`src/rtl/fp_stream_accumulator.sv`:
```
// Multi-channel floating-point stream accumulator.
// Samples arrive round-robin over N_CH channels on an AXI-Stream slave; each is
// added into its channel accumulator through a five-cycle align/add/normalise/round
// sequence. At frame end (tlast) every channel sum is streamed out, ch0 first.
module fp_stream_accumulator #(
   parameter int EXP_W = 8,
   parameter int MAN_W = 23,
   parameter int N_CH  = 2,
   localparam int DATA_WIDTH = 1 + EXP_W + MAN_W
) (
   input  logic                    s00_axi_aclk,
   input  logic                    s00_axi_areset,
   output logic                    s00_axis_tready,
   input  logic [DATA_WIDTH-1:0]   s00_axis_tdata,
   input  logic                    s00_axis_tlast,
   input  logic                    s00_axis_tvalid,
   output logic                    m00_axis_tvalid,
   output logic [DATA_WIDTH-1:0]   m00_axis_tdata,
   output logic [DATA_WIDTH/8-1:0] m00_axis_tstrb,
   output logic                    m00_axis_tlast,
   input  logic                    m00_axis_tready,
   output logic                    frame_err,
   output logic                    busy
);

   localparam int CH_W  = (N_CH > 1) ? $clog2(N_CH) : 1;
   localparam int ACC_N = 1 << CH_W;
   // significand with hidden bit plus guard, round and sticky
   localparam int SW    = MAN_W + 4;
   // signed exponent wide enough for carry and a full left normalisation
   localparam int EW    = ((EXP_W > $clog2(SW + 1)) ? EXP_W : $clog2(SW + 1)) + 2;
   localparam logic [CH_W-1:0]       LAST_CH = CH_W'(N_CH - 1);
   localparam logic signed [EW-1:0]  EXP_MAX = EW'((1 << EXP_W) - 1);
   localparam logic [DATA_WIDTH-1:0] QNAN    = {1'b0, {EXP_W{1'b1}}, 1'b1, {(MAN_W-1){1'b0}}};

   typedef enum logic [2:0] {IDLE, ALIGN, ADD, NORM, ROUND, OUT} state_t;

   state_t                  state;
   logic [DATA_WIDTH-1:0]   acc [ACC_N];
   logic [CH_W-1:0]         ch;
   logic [CH_W-1:0]         out_idx;
   logic [CH_W-1:0]         next_idx;

   // pipeline registers carried between FSM states
   logic [DATA_WIDTH-1:0]   op_a, op_b;
   logic                    last_r;
   logic                    spec_r;
   logic [DATA_WIDTH-1:0]   spec_val_r;
   logic                    sign_r;
   logic                    sub_r;
   logic signed [EW-1:0]    exp_r;
   logic [SW-1:0]           big_sig_r, small_sig_r;
   logic [SW:0]             sum_r;
   logic [SW-1:0]           norm_r;
   logic                    zero_r;

   // align-stage combinational signals
   logic                    a_sign, b_sign;
   logic [EXP_W-1:0]        a_exp, b_exp;
   logic [MAN_W-1:0]        a_man, b_man;
   logic                    a_zero, b_zero, a_inf, b_inf, a_nan, b_nan;
   logic                    sp;
   logic [DATA_WIDTH-1:0]   sp_val;
   logic                    a_big;
   logic                    big_s;
   logic [EXP_W-1:0]        big_e, small_e, diff;
   logic [MAN_W-1:0]        big_m, small_m;
   logic [SW-1:0]           small_full, small_al;

   // add / normalise / round combinational signals
   logic [SW:0]             sum_c;
   logic [EW-1:0]           lzc;
   logic                    found;
   logic [SW-1:0]           nsig;
   logic signed [EW-1:0]    nexp;
   logic                    round_up;
   logic [MAN_W+1:0]        mant_c;
   logic [MAN_W-1:0]        rman;
   logic signed [EW-1:0]    rexp;
   logic [DATA_WIDTH-1:0]   result;

   assign s00_axis_tready = (state == IDLE);
   assign busy            = (state != IDLE);
   assign m00_axis_tstrb  = '1;
   assign next_idx        = out_idx + CH_W'(1);

   // Classify operands, resolve special cases and align the smaller significand.
   always_comb begin
      a_sign = op_a[DATA_WIDTH-1];
      b_sign = op_b[DATA_WIDTH-1];
      a_exp  = op_a[DATA_WIDTH-2:MAN_W];
      b_exp  = op_b[DATA_WIDTH-2:MAN_W];
      a_man  = op_a[MAN_W-1:0];
      b_man  = op_b[MAN_W-1:0];
      a_zero = (a_exp == '0);
      b_zero = (b_exp == '0);
      a_inf  = (a_exp == '1) && (a_man == '0);
      b_inf  = (b_exp == '1) && (b_man == '0);
      a_nan  = (a_exp == '1) && (a_man != '0);
      b_nan  = (b_exp == '1) && (b_man != '0);

      sp     = 1'b1;
      sp_val = QNAN;
      if (a_nan || b_nan)        sp_val = QNAN;
      else if (a_inf && b_inf)   sp_val = (a_sign == b_sign) ? op_a : QNAN;
      else if (a_inf)            sp_val = op_a;
      else if (b_inf)            sp_val = op_b;
      else if (a_zero && b_zero) sp_val = {a_sign & b_sign, {(DATA_WIDTH-1){1'b0}}};
      else if (a_zero)           sp_val = op_b;
      else if (b_zero)           sp_val = op_a;
      else                       sp = 1'b0;

      // comparing exponent:mantissa as one field orders magnitudes, so the
      // subtract path never goes negative
      a_big   = (op_a[DATA_WIDTH-2:0] >= op_b[DATA_WIDTH-2:0]);
      big_s   = a_big ? a_sign : b_sign;
      big_e   = a_big ? a_exp  : b_exp;
      small_e = a_big ? b_exp  : a_exp;
      big_m   = a_big ? a_man  : b_man;
      small_m = a_big ? b_man  : a_man;
      diff    = big_e - small_e;

      small_full = {1'b1, small_m, 3'b000};
      if (32'(diff) >= MAN_W + 3) begin
         small_al = SW'(1);
      end else begin
         small_al    = small_full >> diff;
         small_al[0] = small_al[0] | (|(small_full & ~({SW{1'b1}} << diff)));
      end
   end

   // Magnitude add or subtract of the aligned significands.
   always_comb begin
      if (sub_r) sum_c = {1'b0, big_sig_r} - {1'b0, small_sig_r};
      else       sum_c = {1'b0, big_sig_r} + {1'b0, small_sig_r};
   end

   // Normalise: one-bit right shift on carry, otherwise leading-zero shift left.
   always_comb begin
      lzc   = '0;
      found = 1'b0;
      for (int unsigned i = 0; i < SW; i++) begin
         if (!found) begin
            if (sum_r[SW-1-i]) found = 1'b1;
            else               lzc   = lzc + EW'(1);
         end
      end
      if (sum_r[SW]) begin
         nsig = {sum_r[SW:2], sum_r[1] | sum_r[0]};
         nexp = exp_r + EW'(1);
      end else begin
         nsig = sum_r[SW-1:0] << lzc;
         nexp = exp_r - lzc;
      end
   end

   // Round to nearest even, then apply overflow/underflow and special results.
   always_comb begin
      round_up = norm_r[2] & (norm_r[1] | norm_r[0] | norm_r[3]);
      mant_c   = {1'b0, norm_r[SW-1:3]} + {{(MAN_W+1){1'b0}}, round_up};
      if (mant_c[MAN_W+1]) begin
         rman = '0;
         rexp = exp_r + EW'(1);
      end else begin
         rman = mant_c[MAN_W-1:0];
         rexp = exp_r;
      end
      if (spec_r)                          result = spec_val_r;
      else if (zero_r)                     result = '0;
      else if (rexp >= EXP_MAX)            result = {sign_r, {EXP_W{1'b1}}, {MAN_W{1'b0}}};
      else if (rexp[EW-1] || rexp == '0)   result = {sign_r, {(DATA_WIDTH-1){1'b0}}};
      else                                 result = {sign_r, rexp[EXP_W-1:0], rman};
   end

   // Control FSM with accumulator bank and registered stream outputs.
   always_ff @(posedge s00_axi_aclk or posedge s00_axi_areset) begin
      if (s00_axi_areset) begin
         state           <= IDLE;
         for (int unsigned i = 0; i < ACC_N; i++) acc[i] <= '0;
         ch              <= '0;
         out_idx         <= '0;
         m00_axis_tvalid <= 1'b0;
         m00_axis_tdata  <= '0;
         m00_axis_tlast  <= 1'b0;
         frame_err       <= 1'b0;
         op_a            <= '0;
         op_b            <= '0;
         last_r          <= 1'b0;
         spec_r          <= 1'b0;
         spec_val_r      <= '0;
         sign_r          <= 1'b0;
         sub_r           <= 1'b0;
         exp_r           <= '0;
         big_sig_r       <= '0;
         small_sig_r     <= '0;
         sum_r           <= '0;
         norm_r          <= '0;
         zero_r          <= 1'b0;
      end else begin
         frame_err <= 1'b0;
         case (state)
            IDLE: begin
               if (s00_axis_tvalid) begin
                  op_a   <= acc[ch];
                  op_b   <= s00_axis_tdata;
                  last_r <= s00_axis_tlast;
                  state  <= ALIGN;
               end
            end
            ALIGN: begin
               spec_r      <= sp;
               spec_val_r  <= sp_val;
               sign_r      <= big_s;
               sub_r       <= a_sign ^ b_sign;
               exp_r       <= EW'(big_e);
               big_sig_r   <= {1'b1, big_m, 3'b000};
               small_sig_r <= small_al;
               state       <= ADD;
            end
            ADD: begin
               sum_r <= sum_c;
               state <= NORM;
            end
            NORM: begin
               norm_r    <= nsig;
               exp_r     <= nexp;
               zero_r    <= (sum_r == '0);
               // registered so the pulse coincides with the ROUND cycle
               frame_err <= last_r && (ch != LAST_CH);
               state     <= ROUND;
            end
            ROUND: begin
               acc[ch] <= result;
               if (last_r) begin
                  ch              <= '0;
                  out_idx         <= '0;
                  m00_axis_tvalid <= 1'b1;
                  // acc[0] is being written this same edge when ch is 0
                  m00_axis_tdata  <= (ch == '0) ? result : acc[0];
                  m00_axis_tlast  <= (LAST_CH == '0);
                  state           <= OUT;
               end else begin
                  ch    <= (ch == LAST_CH) ? '0 : ch + CH_W'(1);
                  state <= IDLE;
               end
            end
            OUT: begin
               if (m00_axis_tready) begin
                  acc[out_idx] <= '0;
                  if (out_idx == LAST_CH) begin
                     m00_axis_tvalid <= 1'b0;
                     m00_axis_tlast  <= 1'b0;
                     state           <= IDLE;
                  end else begin
                     out_idx        <= next_idx;
                     m00_axis_tdata <= acc[next_idx];
                     m00_axis_tlast <= (next_idx == LAST_CH);
                  end
               end
            end
            default: state <= IDLE;
         endcase
      end
   end

endmodule

```
`config.mk`:
```
export PLATFORM = sky130hd
export DESIGN_NAME = fp_stream_accumulator
export DESIGN_NICKNAME = d
export VERILOG_FILES = /design/src/rtl/fp_stream_accumulator.sv
export SDC_FILE = /design/constraint.sdc
export NUM_CORES = 1
export LEC_CHECK = 0
export BUFFER_PORTS_ARGS = -buffer_cell sky130_fd_sc_hd__buf_2
export CELL_PAD_IN_SITES_DETAIL_PLACEMENT = 2
export CELL_PAD_IN_SITES_GLOBAL_PLACEMENT = 2
export CORE_UTILIZATION = 30
export CTS_CLUSTER_SIZE = 25
export DETAILED_ROUTE_END_ITERATION = 8
export PLACE_DENSITY = 0.69
export SYNTH_ARGS = -nofsm -noshare
export SYNTH_HDL_FRONTEND = slang
export SYNTH_SLANG_ARGS = --single-unit
```
`constraint.sdc`:
```
create_clock -name s00_axi_aclk -period 50.9 [get_ports s00_axi_aclk]
set_input_delay 12.725 -clock s00_axi_aclk [delete_from_list [all_inputs] [get_ports s00_axi_aclk]]
set_output_delay 12.725 -clock s00_axi_aclk [all_outputs]
set_load 0.01 [all_outputs]
```
# After elaboration in Yosys (flattened, before gate mapping)
# Index checks and enable logic that the tools add are counted.
# word_totals
register_bits	321
in_bits	37
out_inout_bits	41
elab_cells	297
# op_classes
n_addsub	34
order_cmp	8
eq_ne	13
shift	3
n_mux	172
n_bitwise	15
n_reduce_logical	30
# op_table
cell	count
$mux 32	22
$mux 10	54
$add 10x1->10 const B	26
$pmux 64 s2	1
$mux 1	71
$mux 23	3
$and 64x64->64	1
$bwmux 64	1
$demux 32 s1	2
$mux 64	1
$not 64->64	1
$pmux 32 s2	1
$mux 31	2
$mux 27	2
$logic_not 23->1	2
$reduce_bool 23->1	2
$ge 31x31->1	1
$add 27x27->28	1
$logic_not 28->1	1
$mux 28	1
$sub 27x27->28	1
$and 27x27->27	1
$not 27->27	1
$reduce_or 27->1	1
39 further kinds	75

# Logic depth before layout (Yosys ltp)
# Gate-level depths: netlist of run 1.
# depth
word_depth	82
depth_mapped	99
mapped_depth_nobuf	94

# Worst setup path before layout of run 1
# No wires, ideal clock.
# synth_path
path_kind	reg2reg
startpoint	register sum_r[20]
endpoint	register exp_r[9]
setup_time_ns	0.133
arrival_ns	17.060
required_time_ns	50.767
path_slack_ns	33.707
stages_incl_launch_ff	90
n_path_buf	6
synth_period_minus_slack_ns	17.193
cell_sequence	dfrtp_1 -> clkbuf_1 -> nor4_2 -> nand2_1 -> nor2_2 -> nand3b_1 -> nor2_1 -> nand3b_1 -> or3_1 -> clkbuf_1 -> nor2_1 -> nand2_1 -> or2_2 -> clkbuf_1 -> nor2_1 -> nand2_1 -> nand2_1 -> clkbuf_1 -> [... 54 more ...] -> inv_1 -> clkbuf_1 -> clkbuf_1 -> ha_1 -> inv_1 -> o21ai_0 -> and2_1 -> o21ai_0 -> nand2_1 -> and2_1 -> o21ai_0 -> nand2b_1 -> a21o_1 -> a211oi_1 -> a41oi_1 -> a21o_1 -> nand2_1 -> o31ai_1
# synth_between
elab_chain_cells	65
word_cells_on_any_way	86
cone_classes	add/sub (21); mux (65)
# synth_lines
item	line_no	rtl
start, declared	53	logic [SW:0] sum_r;
start signal, assigned	221	sum_r <= sum_c;
$mux 10	144	if (sum_r[SW-1-i]) found = 1'b1;
$mux 10	143	if (!found) begin
$add 10x1->10	145	else lzc = lzc + EW'(1);
$mux 10	144	
$mux 10	143	
$add 10x1->10	145	
$mux 10	144	
$mux 10	143	
[... 49 more ...]	-	
$mux 10	144	
$mux 10	143	
$add 10x1->10	145	
$mux 10	144	
$mux 10 (*)	143	
$sub 10x10->10 (*)	153	nexp = exp_r - lzc;
$mux 10 (*)	148	if (sum_r[SW]) begin
$pmux 10 s2 (*)	201	case (state)
end signal, assigned	215	exp_r <= EW'(big_e);
end signal, assigned	226	exp_r <= nexp;
end, declared	51	logic signed [EW-1:0] exp_r;
# Mark *: on every way between the ends. The rest lies on a longest branch, timed or not.
# A chain may end at the register's enable or synchronous reset.

# Final worst setup path of run 1
# Same ends and word-level chain as after synthesis.

==> results of run 1 <==
## worst reg2reg max path: cells and delay by family (launching register included)
kind | cells | cell delay, ps
AO/OA/AOI/OAI | 25 | 4890
XOR/XNOR | 4 | 1210
adder cells (fa/ha/maj) | 13 | 4350
buffers and inverters | 6 | 1550
flip-flops | 1 | 590
multiplexers | 6 | 1150
AND/OR/NAND/NOR | 29 | 6240
## area by class of cell
cell class	count	area, um2
fillers	9607	55300
well taps	1080	1350
repair buffers	122	733
inverters	143	544
multi-input cells	2567	16100
clock buffers	58	1190
clock inverters	16	193
flip-flops and latches	321	8030
## cell usage after synthesis, drive strengths merged, types with 12 or more instances
master | n | area (um2)
nor4 | 19 | 140
o211ai | 16 | 120
a211oi | 17 | 128
inv | 143 | 537
nor2b | 26 | 163
nand2b | 32 | 200
nand3 | 74 | 375
a221oi | 61 | 534
o21a | 22 | 165
nor2 | 340 | 1310
a31oi | 41 | 257
a21o | 40 | 300
a22oi | 16 | 120
clkbuf | 173 | 649
nor3 | 56 | 285
nand4 | 26 | 163
xor2 | 57 | 574
xnor2 | 83 | 813
buf | 26 | 141
o22ai | 24 | 150
a21oi | 314 | 1570
dfrtp | 321 | 8030
ha | 116 | 1450
o21ai | 299 | 1510
o31ai | 16 | 120
mux2i | 143 | 1430
and3 | 29 | 181
or3 | 21 | 131
o21bai | 23 | 173
o221ai | 12 | 105
and2 | 23 | 144
nand2 | 419 | 1570
mux2 | 17 | 191
## flip-flops by register name (all words and copies together) (netlist names), 27 cells and up
signal	count
acc	64
m00_axis_tdata	32
op_a	32
op_b	32
spec_val_r	32
sum_r	28
norm_r	27
small_sig_r	27
## kinds of logic (layout without fill, tap and decap cells)
family / after synthesis / after routing / share of synthesized area [%]
compound gates: 990 / 990 / 24.1
xor+xnor: 142 / 142 / 5.68
fa+ha+maj: 124 / 124 / 6.15
buf+inv: 342 / 339 / 5.26
flops: 321 / 321 / 31.8
mux: 167 / 167 / 7.05
other cells: 2 / 34 / 0.0298
simple gates: 1110 / 1110 / 19.9
## worst paths after layout
path	to	slack, ps	cells after the start
max	exp_r[9]$_DFFE_PP0P_	30820	83
min	sign_r$_DFFE_PP0P_	480	2
max reg2reg	exp_r[9]$_DFFE_PP0P_	30820	83
min reg2reg	sign_r$_DFFE_PP0P_	480	2
max in group asynchronous	m00_axis_tdata[19]$_DFFE_PP0P_	36110	4
min in group asynchronous	big_sig_r[13]$_DFFE_PP0P_	12320	2
## placed cells by master (no fill, tap or decap), drive strengths merged, types with 22 or more instances in the layout
cell type | Yosys | routed
a21o | 40 | 40
a21oi | 314 | 314
a221oi | 61 | 61
a31oi | 41 | 41
and2 | 23 | 23
and3 | 29 | 29
buf | 26 | 122
clkbuf | 173 | 58
conb | 2 | 34
dfrtp | 321 | 321
ha | 116 | 116
inv | 143 | 145
mux2i | 143 | 143
nand2 | 419 | 419
nand2b | 32 | 32
nand3 | 74 | 74
nand4 | 26 | 26
nor2 | 340 | 340
nor2b | 26 | 26
nor3 | 56 | 56
o21a | 22 | 22
o21ai | 299 | 299
o21bai | 23 | 23
o22ai | 24 | 24
xnor2 | 83 | 83
xor2 | 57 | 57
## per-stage QoR
stage               hold slack [ps]  cell area, um2
floorplan                       442           25400
global placement                464           26700
detailed placement              466           26700
CTS                             481           28100
global route                    519           28100
finish                          477           28100
## metal layers
layer | wire (um) | GRT usage (%) | vias to the layer above
li1 | - | - | 11300
met1 | 47000 | 31.3 | 12700
met2 | 53200 | 44.0 | 335
met3 | 2670 | 2.23 | 121
met4 | 2320 | 5.71 | 0
met5 | 0 | 0 | -
==> qor.txt, run 1 <==
WL per Instance: 24.4 um
clk slew on worst S/H paths: 60 ps
Critical path buffers and inverters: 6
I/O pin cnt: 78
TritonCTS Buffers: 40
FFs w/ async S/R, synth: 100%
non-filler instance count after layout: 4307
Antenna Cells: 0
synthesized flop and latch total: 321
Post-synth EDFFs: 0
GRT overflow: 0
CTS tree: done
slew of the pin with the lowest slew margin: 1160 ps
Period minus WS final: 20080 ps
DRT Wirelength: 105000 um
GPL Wtd Cong: 0.872
Hold Violations, Final: 0
Critical Path RT: 51360 ps
vias per inst: 5.68
RSZ-0062 raised after global routing: false
Clock Skews: 26.6 ps
CTS max path bufs: 3
first-pass GRT wire length: 164000 um
Die Span X: 292 um
status: finished, final reports clean
Critical Path Source: sum_r[20]$_DFFE_PP0P_
CTS Hold Bufs: 0
initial antenna violation count: 0
Syn. warnings: 0
Setup Viol. Count Final: 0
routed vias: 24500
Initial Util: 30.3%
largest net degree at the start of global routing: 114
CP endpoint kind: flip-flop
setup_tns: 0 ps
Antenna Nets Post-Route: 0
row cnt: 106
Mapped Cells: 3198
root buf cell: clkbuf_16
slowest cell on the critical path: a21oi_1
syn_area_per_cell: 7.89 um2
drc violations: 0
crit-path most repeated cell: ha_1
Max Transition Viols Final: 0
max cap viols: 0
r2r startpoint: sum_r[20]$_DFFE_PP0P_
vias in the first global route: 26400
placed cells: 4233
Setup Buffers After CTS: 0
Worst Hold Class: reg -> reg
1st-iter DRT viols: 1214
Top Family by Delay on Critical Path: simple AND/OR/NAND/NOR gates
Post-Place Setup Slack: 30740 ps
HPWL Detailed: 79900 um
clock sink total: 321
fmax: 49.8 MHz
Worst Min Path Start: sign_r$_DFFE_PP0P_
Setup CP Type: reg -> reg
crit path DAT: 20540 ps
Port Buf Inserts: 73
final period utilization: 39.5%
area grow syn2layout: 11.4%
Seq/Total Area, Yosys: 31.8%
die height: 292 um
Synth Flop Type: dfrtp_1
share of layout cells above drive strength 1: 8.52%
Setup crit start kind: flip-flop
Synth Cell Area: 25200 um2
Global Route Usage Sum: 24.4%
setup ws final: 30820 ps
number of nets in the layout: 3350
CP max FO: 26
Netlist cell types: 99
worst slew margin relative to its limit: 22.0%
CTS H-tree depth: 2
Layout Utilization: 33.7%
Die Footprint: 85300 um2
core area: 83400 um2
CP max stage delay: 600 ps
DRT Pass-1 Iters: 5
Resized cells post-CTS: 0
clk_lat worst skew: 590 ps
Power of run 1 is left out: the tool's default activity adds up to more than one toggle a clock period on the data nets, which glitch-free logic cannot reach.
==> run 2: changes to the inputs <==
==> constraint.sdc (replaced) <==
create_clock -name s00_axi_aclk -period 19.3 [get_ports s00_axi_aclk]
set_input_delay 4.825 -clock s00_axi_aclk [delete_from_list [all_inputs] [get_ports s00_axi_aclk]]
set_output_delay 4.825 -clock s00_axi_aclk [all_outputs]
set_load 0.01 [all_outputs]
==> qor.txt, run 2 (synthesis results as in run 1) <==
status: finished, final reports clean (unchanged)
CP endpoint kind: flip-flop (unchanged)
Setup crit start kind: flip-flop (unchanged)
slowest cell on the critical path: dfrtp_2 (was a21oi_1)
non-filler instance count after layout: 4322 (was 4307)
Antenna Nets Post-Route: 0 (unchanged)
largest net degree at the start of global routing: 163 (was 114)
clk slew on worst S/H paths: 60 ps (about the same)
Port Buf Inserts: 73 (unchanged)
GPL Wtd Cong: 0.892 (was 0.872)
setup ws final: 1140 ps (was 30820 ps)
clk_lat worst skew: 590 ps (about the same)
Post-Place Setup Slack: 72.1 ps (was 30740 ps)
Global Route Usage Sum: 24.3% (was 24.4%)
slew of the pin with the lowest slew margin: 1140 ps (was 1160 ps)
CP max FO: 29 (was 26)
Antenna Cells: 0 (unchanged)
drc violations: 0 (unchanged)
Setup CP Type: reg -> reg (unchanged)
Top Family by Delay on Critical Path: compound AO/OA/AOI/OAI gates (was simple AND/OR/NAND/NOR gates)
final period utilization: 94.1% (was 39.5%)
row cnt: 106 (unchanged)
share of layout cells above drive strength 1: 9.35% (was 8.52%)
WL per Instance: 24.3 um (was 24.4 um)
Critical path buffers and inverters: 5 (was 6)
die height: 292 um (unchanged)
initial antenna violation count: 1 (was 0)
Hold Violations, Final: 0 (unchanged)
placed cells: 4240 (was 4233)
I/O pin cnt: 78 (unchanged)
Initial Util: 30.3% (unchanged)
CTS Hold Bufs: 0 (unchanged)
Die Footprint: 85300 um2 (unchanged)
max reg flops: 64 (unchanged)
CTS max path bufs: 3 (unchanged)
most common cell after layout, fill and taps aside: nand2_1 (unchanged)
1st-iter DRT viols: 1262 (was 1214)
fmax: 55.1 MHz (was 49.8 MHz)
first-pass GRT wire length: 163000 um (was 164000 um)
Top reg by flops: acc (unchanged)
DRT Wirelength: 105000 um (about the same)
CTS H-tree depth: 2 (unchanged)
CP max stage delay: 480 ps (was 600 ps)
Setup Viol. Count Final: 0 (unchanged)
crit path DAT: 18610 ps (was 20540 ps)
max cap viols: 0 (unchanged)
most frequent cells in the layout: 417 x nand2_1, 329 x nor2_1, 316 x dfrtp_1, 311 x a21oi_1, 279 x o21ai_0 (was 418 x nand2_1, 330 x nor2_1, 320 x dfrtp_1, 313 x a21oi_1, 279 x o21ai_0)
Max Transition Viols Final: 0 (unchanged)
Die Span X: 292 um (unchanged)
setup_tns: 0 ps (unchanged)
TritonCTS Buffers: 40 (unchanged)
core area: 83400 um2 (unchanged)
worst slew margin relative to its limit: 24.0% (was 22.0%)
Clock Skews: 24.9 ps (was 26.6 ps)
DRT Pass-1 Iters: 5 (unchanged)
vias per inst: 5.67 (was 5.68)
crit-path most repeated cell: ha_1 (unchanged)
area grow syn2layout: 12.5% (was 11.4%)
vias in the first global route: 26500 (was 26400)
Period minus WS final: 18160 ps (was 20080 ps)
Critical Path RT: 19750 ps (was 51360 ps)
CTS tree: done (unchanged)
Worst Hold Class: reg -> reg (unchanged)
routed vias: 24500 (about the same)
number of nets in the layout: 3366 (was 3350)
GRT overflow: 0 (unchanged)
clock sink total: 321 (unchanged)
HPWL Detailed: 79200 um (was 79900 um)
root buf cell: clkbuf_16 (unchanged)
[run 2: cell count changes in the layout (fill, tap and decap cells not counted), moves of 2 or more]
| cell | before | now |
|---|---|---|
| a21oi_1 | 313 | 311 |
| clkbuf_1 | 7 | 5 |
| clkinv_16 | 0 | 2 |
| dfrtp_2 | 1 | 5 |
| inv_16 | 2 | 0 |
| buf_4 | 49 | 63 |
| clkinv_4 | 0 | 2 |
| bufinv_16 | 3 | 6 |
| dfrtp_1 | 320 | 316 |
| clkinvlp_4 | 3 | 1 |
[run 2: path summary, 6_finish.rpt]
check | start | depth (start not counted) | slack (ps) | end
max | sum_r[25]$_DFFE_PP0P_ | 95 | 1140 | exp_r[9]$_DFFE_PP0P_
min | spec_val_r[14]$_DFFE_PP0P_ | 2 | 490 | spec_val_r[14]$_DFFE_PP0P_
max reg2reg | sum_r[25]$_DFFE_PP0P_ | 95 | 1140 | exp_r[9]$_DFFE_PP0P_
min reg2reg | spec_val_r[14]$_DFFE_PP0P_ | 2 | 490 | spec_val_r[14]$_DFFE_PP0P_
max in group asynchronous | s00_axi_areset | 3 | 13380 | ch$_DFFE_PP0P_
min in group asynchronous | s00_axi_areset | 2 | 4390 | op_b[0]$_DFFE_PP0P_
[run 2: worst register-to-register path: cells and delay by family (launching register included)]
kind / cells / cell delay [ps]
mux: 7 / 1300
simple gates: 25 / 3150
xor+xnor: 1 / 140
fa+ha+maj: 18 / 5630
compound gates: 39 / 6500
buf+inv: 5 / 810
flops: 1 / 480
[run 2: through the flow]
step / utilization (%) / hold WS [ps] / cell area [um2]
global route: 34.0 / 528 / 28400
floorplan: - / 442 / 25400
global placement: 32.1 / 464 / 26800
detailed placement: 32.1 / 476 / 26800
finish: 34.0 / 487 / 28400
CTS: 33.9 / 491 / 28300
[run 2: final cells by class]
class	count	area, um2
fill	9539	55000
inverter	143	544
clock buffer	54	1140
tap	1080	1350
multi-input combinational	2567	16100
sequential	321	8040
clock inverter	19	317
timing repair buffer	138	870
[run 2: layer usage]
layer	up-vias	track usage, %	wire length (um)
met3	118	1.88	2580
met1	12700	31.5	47100
li1	11400	-	-
met5	-	0	0
met4	0	6.08	2500
met2	360	43.4	53000
[run 2: timing repair]
action	CTS	global route
hold endpoints to repair	0	0
gates resized for setup	0	15
setup endpoints to repair	0	34
buffers inserted	0	9
Power of run 2 is left out for the same reason.
==> run 3: changes to the inputs <==
--- a/config.mk
+++ b/config.mk
@@ -8,10 +8,11 @@
 export BUFFER_PORTS_ARGS = -buffer_cell sky130_fd_sc_hd__buf_2
 export CELL_PAD_IN_SITES_DETAIL_PLACEMENT = 2
 export CELL_PAD_IN_SITES_GLOBAL_PLACEMENT = 2
-export CORE_UTILIZATION = 30
+export CORE_ASPECT_RATIO = 0.8
+export CORE_UTILIZATION = 39
 export CTS_CLUSTER_SIZE = 25
 export DETAILED_ROUTE_END_ITERATION = 8
-export PLACE_DENSITY = 0.69
+export PLACE_DENSITY = 0.85
 export SYNTH_ARGS = -nofsm -noshare
 export SYNTH_HDL_FRONTEND = slang
 export SYNTH_SLANG_ARGS = --single-unit
==> constraint.sdc (replaced) <==
create_clock -name s00_axi_aclk -period 19.3 [get_ports s00_axi_aclk]
set_input_delay 4.825 -clock s00_axi_aclk [delete_from_list [all_inputs] [get_ports s00_axi_aclk]]
set_output_delay 4.825 -clock s00_axi_aclk [all_outputs]
set_load 0.05 [all_outputs]
==> qor.txt, run 3 (synthesis results as in run 1) <==
clock sink total: 321 (unchanged)
root buf cell: clkbuf_16 (unchanged)
CP endpoint kind: flip-flop (unchanged)
Die Footprint: 65700 um2 (was 85300 um2)
Worst R2R Path Depth: 96 (was 95)
worst slew margin relative to its limit: 13.2% (was 24.0%)
share of layout cells above drive strength 1: 9.00% (was 9.35%)
Setup CP Type: reg -> reg (unchanged)
Top reg by flops: acc (unchanged)
crit path DAT: 18600 ps (was 18610 ps)
slew of the pin with the lowest slew margin: 1290 ps (was 1140 ps)
Global Route Usage Sum: 33.4% (was 24.3%)
clk slew on worst S/H paths: 70 ps (was 60 ps)
drc violations: 0 (unchanged)
fillers: 7243 (was 9539)
Worst Hold Margin: 500 ps (was 487 ps)
Max Transition Viols Final: 0 (unchanged)
row cnt: 83 (was 106)
Port Buf Inserts: 73 (unchanged)
1st-iter DRT viols: 1894 (was 1262)
first-pass GRT wire length: 172000 um (was 163000 um)
HPWL Detailed: 80500 um (was 79200 um)
Worst Hold Class: reg -> reg (unchanged)
status: finished, final reports clean (unchanged)
die height: 230 um (was 292 um)
Period minus WS final: 18180 ps (was 18160 ps)
Hold Violations, Final: 0 (unchanged)
routed vias: 25800 (was 24500)
Top Family by Delay on Critical Path: compound AO/OA/AOI/OAI gates (unchanged)
Antenna Cells: 0 (unchanged)
Antenna Nets Post-Route: 0 (unchanged)
largest net degree at the start of global routing: 120 (was 163)
CP max stage delay: 490 ps (was 480 ps)
TritonCTS Buffers: 36 (was 40)
Initial Util: 39.4% (was 30.3%)
core area: 64100 um2 (was 83400 um2)
DRT Wirelength: 111000 um (was 105000 um)
Clock Skews: 21.0 ps (was 24.9 ps)
GRT overflow: 0 (unchanged)
area grow syn2layout: 10.1% (was 12.5%)
Critical Path RT: 19720 ps (was 19750 ps)
vias in the first global route: 28100 (was 26500)
Setup Viol. Count Final: 0 (unchanged)
Min-Delay Path Depth: 2 (unchanged)
crit-path most repeated cell: ha_1 (unchanged)
most frequent cells in the layout: 418 x nand2_1, 328 x nor2_1, 318 x dfrtp_1, 310 x a21oi_1, 279 x o21ai_0 (was 417 x nand2_1, 329 x nor2_1, 316 x dfrtp_1, 311 x a21oi_1, 279 x o21ai_0)
DRT Pass-1 Iters: 7 (was 5)
CP max FO: 33 (was 29)
CTS tree: done (unchanged)
CTS max path bufs: 3 (unchanged)
Critical path buffers and inverters: 6 (was 5)
WL per Instance: 27.3 um (was 24.3 um)
GPL Wtd Cong: 0.944 (was 0.892)
final period utilization: 94.2% (was 94.1%)
max cap viols: 0 (unchanged)
max reg flops: 64 (unchanged)
vias per inst: 6.32 (was 5.67)
I/O pin cnt: 78 (unchanged)
WP depth: 96 (was 95)
clk_lat worst skew: 570 ps (was 590 ps)
most common cell after layout, fill and taps aside: nand2_1 (unchanged)
number of nets in the layout: 3360 (was 3366)
Setup crit start kind: flip-flop (unchanged)
slowest cell on the critical path: dfrtp_2 (unchanged)
fmax: 55.0 MHz (was 55.1 MHz)
CTS H-tree depth: 2 (unchanged)
initial antenna violation count: 3 (was 1)
Die Span X: 286 um (was 292 um)
run 3: final timing paths:
kind                                            start                           to  slack (ps)
setup / recovery                sum_r[25]$_DFFE_PP0P_         exp_r[9]$_DFFE_PP0P_        1120
hold / removal             spec_val_r[16]$_DFFE_PP0P_   spec_val_r[16]$_DFFE_PP0P_         500
setup reg to reg                sum_r[25]$_DFFE_PP0P_         exp_r[9]$_DFFE_PP0P_        1120
hold reg to reg            spec_val_r[16]$_DFFE_PP0P_   spec_val_r[16]$_DFFE_PP0P_         500
max in group asynchronous              s00_axi_areset               ch$_DFFE_PP0P_       13150
min in group asynchronous              s00_axi_areset  small_sig_r[16]$_DFFE_PP0P_        4420
run 3: area by class of cell:
| class | instances | area (um2) | share of cell area [%] |
|---|---|---|---|
| multi-input cells | 2567 | 16100 | 58.0 |
| flip-flops and latches | 321 | 8040 | 28.9 |
| well taps | 850 | 1060 | 3.83 |
| clock buffers | 51 | 1050 | 3.77 |
| repair buffers | 136 | 842 | 3.03 |
| inverters | 143 | 544 | 1.96 |
| clock inverters | 15 | 128 | 0.459 |
run 3: what timing repair did:
action                                 in CTS  in global routing
setup endpoints to repair                   0                 34
setup buffers                               0                 13
hold buffers                                0                  0
gates resized for setup                     0                 13
endpoints found under the hold margin       0                  0
run 3: metal layers:
metal	share of wire [%]	vias up	global-route usage [%]
met5	0.012	-	0
met4	3.0	2	9.93
met3	6.3	250	6.42
met2	47	839	54.4
met1	44	13300	44.7
li1	-	11400	-
run 3: through the flow:
step                utilization [%]  cell area (um2)  setup TNS [ps]  setup WS, ps  cells
floorplan                         -            25400               0          2110   3230
global placement               41.3            26500               0          1660   4004
detailed placement             41.3            26500               0           152   4004
CTS                            43.1            27600               0          60.9   4070
global route                   43.4            27800            -104          -104   4083
finish                         43.4            27800               0          1120   4083
run 3: tightest hold or removal path, stage by stage, from the launching register on:
cell and delay (ps):
dfrtp_1 350, nand2_1 50, o21ai_0 60
Power of run 3 is left out for the same reason.
